==> src/rtl/seg_word_shifter_if.sv <==
// Handshake and serial-pin bundle for the seven-segment word shifter.
// The master drives start/din; the slave drives the serial outputs and status.
interface seg_word_shifter_if #(
    parameter int WIDTH = 32
);
    logic             start;
    logic [WIDTH-1:0] din;
    logic             s_clk;
    logic             s_dat;
    logic             s_lat;
    logic             busy;
    logic             done;

    modport master (
        output start, din,
        input  s_clk, s_dat, s_lat, busy, done
    );

    modport slave (
        input  start, din,
        output s_clk, s_dat, s_lat, busy, done
    );
endinterface

==> src/rtl/seg_word_shifter.sv <==
// Parallel-to-serial shifter for the daisy-chained seven-segment registers.
// Shifts WIDTH bits MSB-first, then strobes the latch and pulses done.
module seg_word_shifter #(
    parameter int WIDTH = 32,
    parameter int DIV   = 2
) (
    input  logic               clk,
    input  logic               rst,
    seg_word_shifter_if.slave  bus
);
    localparam int PW = $clog2(DIV + 1);
    localparam int CW = $clog2(WIDTH + 1);

    localparam logic [1:0] S_IDLE  = 2'd0;
    localparam logic [1:0] S_LOW   = 2'd1;
    localparam logic [1:0] S_HIGH  = 2'd2;
    localparam logic [1:0] S_LATCH = 2'd3;

    localparam logic [PW-1:0] PH_LAST = PW'(DIV - 1);

    logic [1:0]       r_state;
    logic [PW-1:0]    r_phase;
    logic [CW-1:0]    r_cnt;
    logic [WIDTH-1:0] r_sr;
    logic             r_sclk;
    logic             r_sdat;
    logic             r_slat;
    logic             r_busy;
    logic             r_done;

    logic [WIDTH-1:0] w_shift;
    logic             w_ph_end;

    assign w_shift  = r_sr << 1;
    assign w_ph_end = (r_phase == PH_LAST);

    always_ff @(posedge clk) begin
        if (rst) begin
            r_state <= S_IDLE;
            r_phase <= '0;
            r_cnt   <= '0;
            r_sr    <= '0;
            r_sclk  <= 1'b0;
            r_sdat  <= 1'b0;
            r_slat  <= 1'b0;
            r_busy  <= 1'b0;
            r_done  <= 1'b0;
        end else begin
            r_done <= 1'b0;
            unique case (r_state)
                S_IDLE: begin
                    if (bus.start) begin
                        r_sr    <= bus.din;
                        r_cnt   <= CW'(WIDTH);
                        r_phase <= '0;
                        r_state <= S_LOW;
                        r_busy  <= 1'b1;
                        r_sdat  <= bus.din[WIDTH-1];
                    end
                end
                S_LOW: begin
                    if (w_ph_end) begin
                        r_state <= S_HIGH;
                        r_phase <= '0;
                        r_sclk  <= 1'b1;
                    end else begin
                        r_phase <= r_phase + PW'(1);
                    end
                end
                S_HIGH: begin
                    if (w_ph_end) begin
                        r_sclk  <= 1'b0;
                        r_sr    <= w_shift;
                        r_cnt   <= r_cnt - CW'(1);
                        r_phase <= '0;
                        // last bit just clocked out: data idles low during latch
                        if (r_cnt == CW'(1)) begin
                            r_state <= S_LATCH;
                            r_sdat  <= 1'b0;
                            r_slat  <= 1'b1;
                        end else begin
                            r_state <= S_LOW;
                            r_sdat  <= w_shift[WIDTH-1];
                        end
                    end else begin
                        r_phase <= r_phase + PW'(1);
                    end
                end
                S_LATCH: begin
                    if (w_ph_end) begin
                        r_state <= S_IDLE;
                        r_phase <= '0;
                        r_slat  <= 1'b0;
                        r_busy  <= 1'b0;
                        r_done  <= 1'b1;
                    end else begin
                        r_phase <= r_phase + PW'(1);
                    end
                end
                default: begin
                    r_state <= S_IDLE;
                    r_phase <= '0;
                end
            endcase
        end
    end

    assign bus.s_clk = r_sclk;
    assign bus.s_dat = r_sdat;
    assign bus.s_lat = r_slat;
    assign bus.busy  = r_busy;
    assign bus.done  = r_done;
endmodule

==> src/flat_wrapper.sv <==
// flat-port wrapper written by rule: the top's interface ports become plain ports
module seg_word_shifter_flat 
#(
    parameter int WIDTH = 32,
    parameter int DIV   = 2
)
  (clk, rst, bus_start, bus_din, bus_s_clk, bus_s_dat, bus_s_lat, bus_busy, bus_done);
  seg_word_shifter_if #(.WIDTH(WIDTH)) bus_i ();
  input  logic clk;
  input  logic rst;
  input wire logic [$bits(bus_i.start)-1:0] bus_start;
  input wire logic [$bits(bus_i.din)-1:0] bus_din;
  output wire logic [$bits(bus_i.s_clk)-1:0] bus_s_clk;
  output wire logic [$bits(bus_i.s_dat)-1:0] bus_s_dat;
  output wire logic [$bits(bus_i.s_lat)-1:0] bus_s_lat;
  output wire logic [$bits(bus_i.busy)-1:0] bus_busy;
  output wire logic [$bits(bus_i.done)-1:0] bus_done;
  assign bus_i.start = bus_start;
  assign bus_i.din = bus_din;
  assign bus_s_clk = bus_i.s_clk;
  assign bus_s_dat = bus_i.s_dat;
  assign bus_s_lat = bus_i.s_lat;
  assign bus_busy = bus_i.busy;
  assign bus_done = bus_i.done;
  seg_word_shifter #(.WIDTH(WIDTH), .DIV(DIV)) u_core (.clk(clk), .rst(rst), .bus(bus_i));
endmodule
==> config.mk <==
export PLATFORM = sky130hd
export DESIGN_NAME = seg_word_shifter_flat
export DESIGN_NICKNAME = d
export VERILOG_FILES = /design/src/rtl/seg_word_shifter_if.sv /design/src/rtl/seg_word_shifter.sv /design/src/flat_wrapper.sv
export SDC_FILE = /design/constraint.sdc
export NUM_CORES = 1
export LEC_CHECK = 0
export BUFFER_PORTS_ARGS = -buffer_cell sky130_fd_sc_hd__buf_2
export CORE_ASPECT_RATIO = 0.6
export CORE_MARGIN = 2
export CORE_UTILIZATION = 40
export CTS_CLUSTER_SIZE = 20
export DETAILED_ROUTE_END_ITERATION = 7
export SYNTH_ARGS = -nofsm -noshare
export SYNTH_HDL_FRONTEND = slang
export SYNTH_SLANG_ARGS = --single-unit
==> constraint.sdc <==
create_clock -name clk -period 2.04 [get_ports clk]
set_input_delay 0.306 -clock clk [delete_from_list [all_inputs] [get_ports clk]]
set_output_delay 0.306 -clock clk [all_outputs]
set_load 0.005 [all_outputs]
After elaboration in Yosys (flattened, before gate mapping)
Index checks and enable logic that the tools add are counted.

storage, ports and cells
  input port bits = 35
  output and inout port bits = 5
  register bits = 46
  word-level logic and storage cells = 62

cells by class
  equal/unequal tests = 10
  bitwise logic cells = 1
  mux-type cells = 28
  add/subtract/negate cells = 2
  reduce and logical (&&, ||, !) cells = 12

operators by type and width
  cell                                                    number
  2-to-1 mux 31 bit                                       2
  case mux 31 bit (2 select lines)                        1
  2-to-1 mux 2 bit                                        7
  2-to-1 mux 6 bit                                        2
  case mux 6 bit (2 select lines)                         1
  2-to-1 mux 1 bit                                        9
  AND reduction 3 bit                                     3
  inequality test 2 x 1 -> 1 bit (second input constant)  4
  case mux 1 bit (2 select lines)                         4
  case mux 2 bit (4 select lines)                         1
  AND reduction 4 bit                                     2
  nonzero test 2 bit                                      4
  equality test 6 x 1 -> 1 bit (second input constant)    1
  subtractor 6 x 1 -> 6 bit (second input constant)       1
  equality test 2 x 1 -> 1 bit (second input constant)    2
  equality test 2 bit (second input constant)             2
  case mux 2 bit (2 select lines)                         1
  OR reduction 3 bit                                      1
  adder 2 x 1 -> 2 bit (second input constant)            1
  logical NOT 2 bit                                       1
  inequality test 2 bit (second input constant)           1
  OR reduction 2 bit                                      1
  inverter 1 bit                                          1

Logic depth before layout (Yosys ltp)
  word-level depth = 4
  gate-level depth with buffers = 6
  depth with buffers taken out = 5

Least setup slack after synthesis
No wires, ideal clock.

  path kind = flip-flop to flip-flop
  from = register u_core.r_state[0]
  to = register u_core.r_sr[10]
  stages on the path, launching flop included = 7
  clock period less this slack = 1.406 ns
  data required time = 1.894 ns
  library setup time = 0.146 ns
  setup slack = 0.634 ns
  data arrival time = 1.260 ns
  path buffers = 2
  cell sequence = dfxtp_1 and4bb_4 or2_1 buf_4 buf_4 nor2_1 a211oi_2

on the way
  word-level cells in the longest chain between the ends = 3
  elaborated cells between the ends (all ways) = 7
  those cells by class = 3 x eq/ne; 1 x mux; 3 x reduce/logical

ends and longest elaborated chain
  element                                                                 RTL line                text
  start, declared                                                         seg_word_shifter.sv:21  logic [1:0] r_state;
  start signal, assigned                                                  seg_word_shifter.sv:39  r_state <= S_IDLE;
  start signal, assigned                                                  seg_word_shifter.sv:56  r_state <= S_LOW;
  start signal, assigned                                                  seg_word_shifter.sv:63  r_state <= S_HIGH;
  equality test 2 bit or logical NOT 2 bit (tied branches)                seg_word_shifter.sv:50  unique case (r_state)
  inequality test 2 x 1 -> 1 bit (no line), or another cell as far along  n/a
  AND reduction 3 bit (no line)                                           n/a
  end signal, assigned                                                    seg_word_shifter.sv:53  r_sr <= bus.din;
  end signal, assigned                                                    seg_word_shifter.sv:73  r_sr <= w_shift;
  end, declared                                                           seg_word_shifter.sv:24  logic [WIDTH-1:0] r_sr;

Several ways; a longest one is shown, not always the timed one.
A chain may end at the register's enable or synchronous reset.

Worst setup path after layout
  from = register u_core.r_state[1]
  to = register u_core.r_sr[5]

Same word-level chain as after synthesis.

==> results by group <==
Routing
  – Wire length per cell after detailed routing: 13.14 um
  – Number of DRC violations after detailed-routing iteration 0: 74
  – Total Wirelength: 4.244 mm
  – Via density per instance: 4.923
  – Total via count in the routed design: 1590
  – ANT nets after route: 0
  – Detailed Routing Iterations Pass 1: 4
  – Post-detailed-route DRC marker count: 0

Power and ir drop
  – Largest vdd supply drop: approximately 0.00031 V
  – Areal power density over the cells: 771.2 nW/um^2
  – Leakage power summed over all cells: 1.179 nW

Timing
  – Smallest setup slack after layout: 0.4252 ns
  – RSZ-0062 raised after global routing: false
  – Skew final: 0.006385 ns
  – Number of max-slew violations in the final report: 0
  – Final setup violation count: 0
  – Total negative slack for setup checks: 0 ns
  – Slew HR: between 60% and 70%
  – Max Freq: a little over 600 MHz
  – Final cycle utilization of the critical path: 79.16%
  – Final Hold Violating Endpoints: 0
  – Tmin final: between 1.5 and 2 ns
  – Least-Margin Pin Slew: 0.4999 ns

Synth
  – Instance count of the mapped netlist: between 200 and 250
  – Proportion of synthesized chip area in sequential cells: about two fifths
  – Primary flip-flop cell chosen by synthesis mapping: dfxtp_1
  – Yosys warns: 0
  – Post-synth net total: approximately 260
  – Share of flip-flops with an asynchronous set or reset: 0%
  – Mean post-synth cell area: 10.10 um^2
  – Number of distinct library cells after synthesis: 30
  – Synthesized cell area: ~2200 um^2
  – Count of state elements after synthesis: 46
  – Number of enable-type register cells in the synthesized netlist: 0

Cells and area
  – Layout overhead on the synthesized area: 16.22%
  – Layout cell share with drive strength beyond 1: 35.41%
  – Design Area, Final: 2582 um^2
  – Leading cell type in the layout, fill and taps excluded: dfxtp_1
  – Final core area utilization: 49.62%
  – Count of antenna diodes in the layout: 0
  – Commonest non-fill, non-tap cells in the layout: dfxtp_1, nor2_1, buf_2
  – Final-stage net count: around 300

Worst setup path
  – Sequence of cells on the critical path: and4bb_4 -> or2_2 -> buf_4 -> nor2_1 -> a211oi_2
  – Cell at the slowest stage of the critical path: dfxtp_1
  – Worst Path Max Fanout: 22
  – R2r worst-path depth: 5
  – Capturing point of the worst reg2reg path: u_core.r_sr[5]
  – Startpoint of the lowest-slack register-to-register path: u_core.r_state[1]
  – Slack of the worst reg-to-reg path: 0.43 ns
  – Kind of start point of the critical path: flip-flop
  – Type of element capturing the critical path: flip-flop
  – Required time at the endpoint of the critical path: 2.26 ns
  – Crit Path Category: flip-flop to flip-flop
  – Worst stage delay on the critical path: 0.48 ns
  – Arrival @ worst endpoint: 1.83 ns

GRT
  – Via count of the first global-routing pass: 1467
  – Pin count of the biggest net entering global routing: 38
  – Antenna violations before repair: 0
  – Aggregate global routing overflow: 0
  – Global-route wire length before repair: 7.079 mm
  – Global Route Usage Sum: about 15%

Place
  – Final weighted congestion in routability-driven placement: around 0.73
  – Pre-CTS setup slack: 0.4503 ns
  – Count of buffers from port buffering: 39
  – Post-detailed-placement half-perimeter wirelength: 2.942 mm
  – Area after detailed placement: 2492 um^2

Clocking
  – Number of buffers added by the clock tree synthesis step: 5
  – CTS tree: done
  – # resized after CTS: 0
  – Clock latency on the worst-skew pair: 0.29 ns
  – Master cell of the clock root buffer: clkbuf_8
  – Clock sink total: between 40 and 50
  – Clock-pin slew of the registers on the worst-case setup and hold paths: 0.09 ns
  – H-tree depth: 2
  – Longest Clk Path Bufs: 2
  – Number of buffers added for setup after CTS: 0
  – Hold-fix buffers, CTS: 0

Floorplan
  – Horizontal die dimension: 100.2 um
  – Die Outline Area: 6187 um^2
  – I/O pin count: 40
  – Core outline area: approximately 5200 um^2
  – Height of the die: between 60 and 70 um
  – Initial Utilization: 42.69%
  – Site Rows: 20

Worst hold path
  – Worst Hold End: u_core.r_sr[0]
  – Launch instance of the worst min-delay path: bus_din[0]
  – Worst hold path type: primary input to flip-flop
  – Depth of the worst hold-timing path: 3

Run status
  – Run status: completed

Run
  – Count of maximum capacitance violations: 0
## cell usage after synthesis (2+ instances only)
master / count / area [um^2]
buf_2: 4 / 20.02
a211oi_2: 30 / 375.4
clkbuf_1: 8 / 30.03
a21oi_1: 7 / 35.03
nor2b_1: 2 / 12.51
mux2i_1: 30 / 300.3
ha_1: 2 / 25.02
inv_1: 2 / 7.510
nor2_1: 42 / 157.7
dfxtp_1: 46 / 920.9
nand2_1: 4 / 15.01
or2_1: 2 / 12.51
nand2b_1: 3 / 18.77
nor3_1: 6 / 30.03
o211ai_1: 2 / 15.01
a311oi_1: 3 / 26.28
xor2_1: 3 / 26.28
nor3b_1: 3 / 22.52
o21ai_0: 4 / 20.02
buf_4: 7 / 52.55
## where the power goes
group / leakage, nW / switching (mW) / internal [mW]
sequential: 0.380 / 0.0511 / 0.984
clock: 0.0441 / 0.320 / 0.241
combinational: 0.755 / 0.208 / 0.187
## registers in the layout, indices dropped and copies added, names as in the netlist
signal            count
u_core.bus.busy       1
u_core.bus.done       1
u_core.bus.s_clk      1
u_core.bus.s_dat      1
u_core.bus.s_lat      1
u_core.r_cnt          6
u_core.r_phase        2
u_core.r_sr          31
u_core.r_state        2
## how the worst max path moves through the flow
| stage | start | endpoint | slack (ns) | cells past startpoint |
|---|---|---|---|---|
| after floorplan | u_core.r_state[0] | u_core.r_sr[10] | 0.63 | 6 |
| after global placement | u_core.r_state[0] | u_core.r_sr[1] | 0.49 | 6 |
| after detailed placement | u_core.r_state[1] | u_core.r_sr[5] | 0.45 | 5 |
| after CTS | u_core.r_state[1] | u_core.r_sr[5] | 0.41 | 5 |
| after global routing | u_core.r_state[1] | u_core.r_sr[5] | 0.33 | 5 |
| final | u_core.r_state[1] | u_core.r_sr[5] | 0.43 | 5 |
## routing by layer
metal | wire length (um) | GRT usage (%)
met1 | 2389 | 22.19
met2 | 1611 | 21.00
met3 | 228 | 4.474
met4 | 14 | 2.935
met5 | 0 | 0
## stage by stage
| step | power (mW) | hold slack, ns | std cells |
|---|---|---|---|
| 2_1_floorplan | 1.356 | 0.4266 | 220 |
| 3_3_place_gp | 1.450 | 0.4673 | 315 |
| 3_5_place_dp | 1.455 | 0.4667 | 315 |
| 4_1_cts | 2.016 | 0.2532 | 323 |
| 5_1_grt | 2.114 | 0.2893 | 323 |
| 6_report | 1.992 | 0.2572 | 323 |
## cells by family (layout without fill, tap and decap cells)
logic type,after synthesis,in the layout,share of synthesized area [%]
DFF,46,46,41.44
adders and majority gates,2,2,1.126
and+or+nand+nor,66,66,14.41
AOI/OAI and AO/OA,51,51,22.97
buffers and inverters,21,58,4.955
xor gates and xnor gates,4,4,1.577
muxes,30,30,13.51
## worst max-delay path: cells and delay by family (launching register included)
family / cells / cell delay [ns]
AOI/OAI and AO/OA: 1 / 0.20
buffers and inverters: 1 / 0.29
DFF: 1 / 0.48
and+or+nand+nor: 3 / 0.57
## area by class of cell
type / count / area [um^2]
clock buffers: 5 / 68.82
clock inverters: 3 / 21.27
fillers: 504 / 2623
inverters: 2 / 7.507
multi-input cells: 153 / 1194
flip-flops and latches: 46 / 920.9
well taps: 66 / 82.58
repair buffers: 48 / 287.8
No activity file was read; power rests on OpenSTA's default activity.
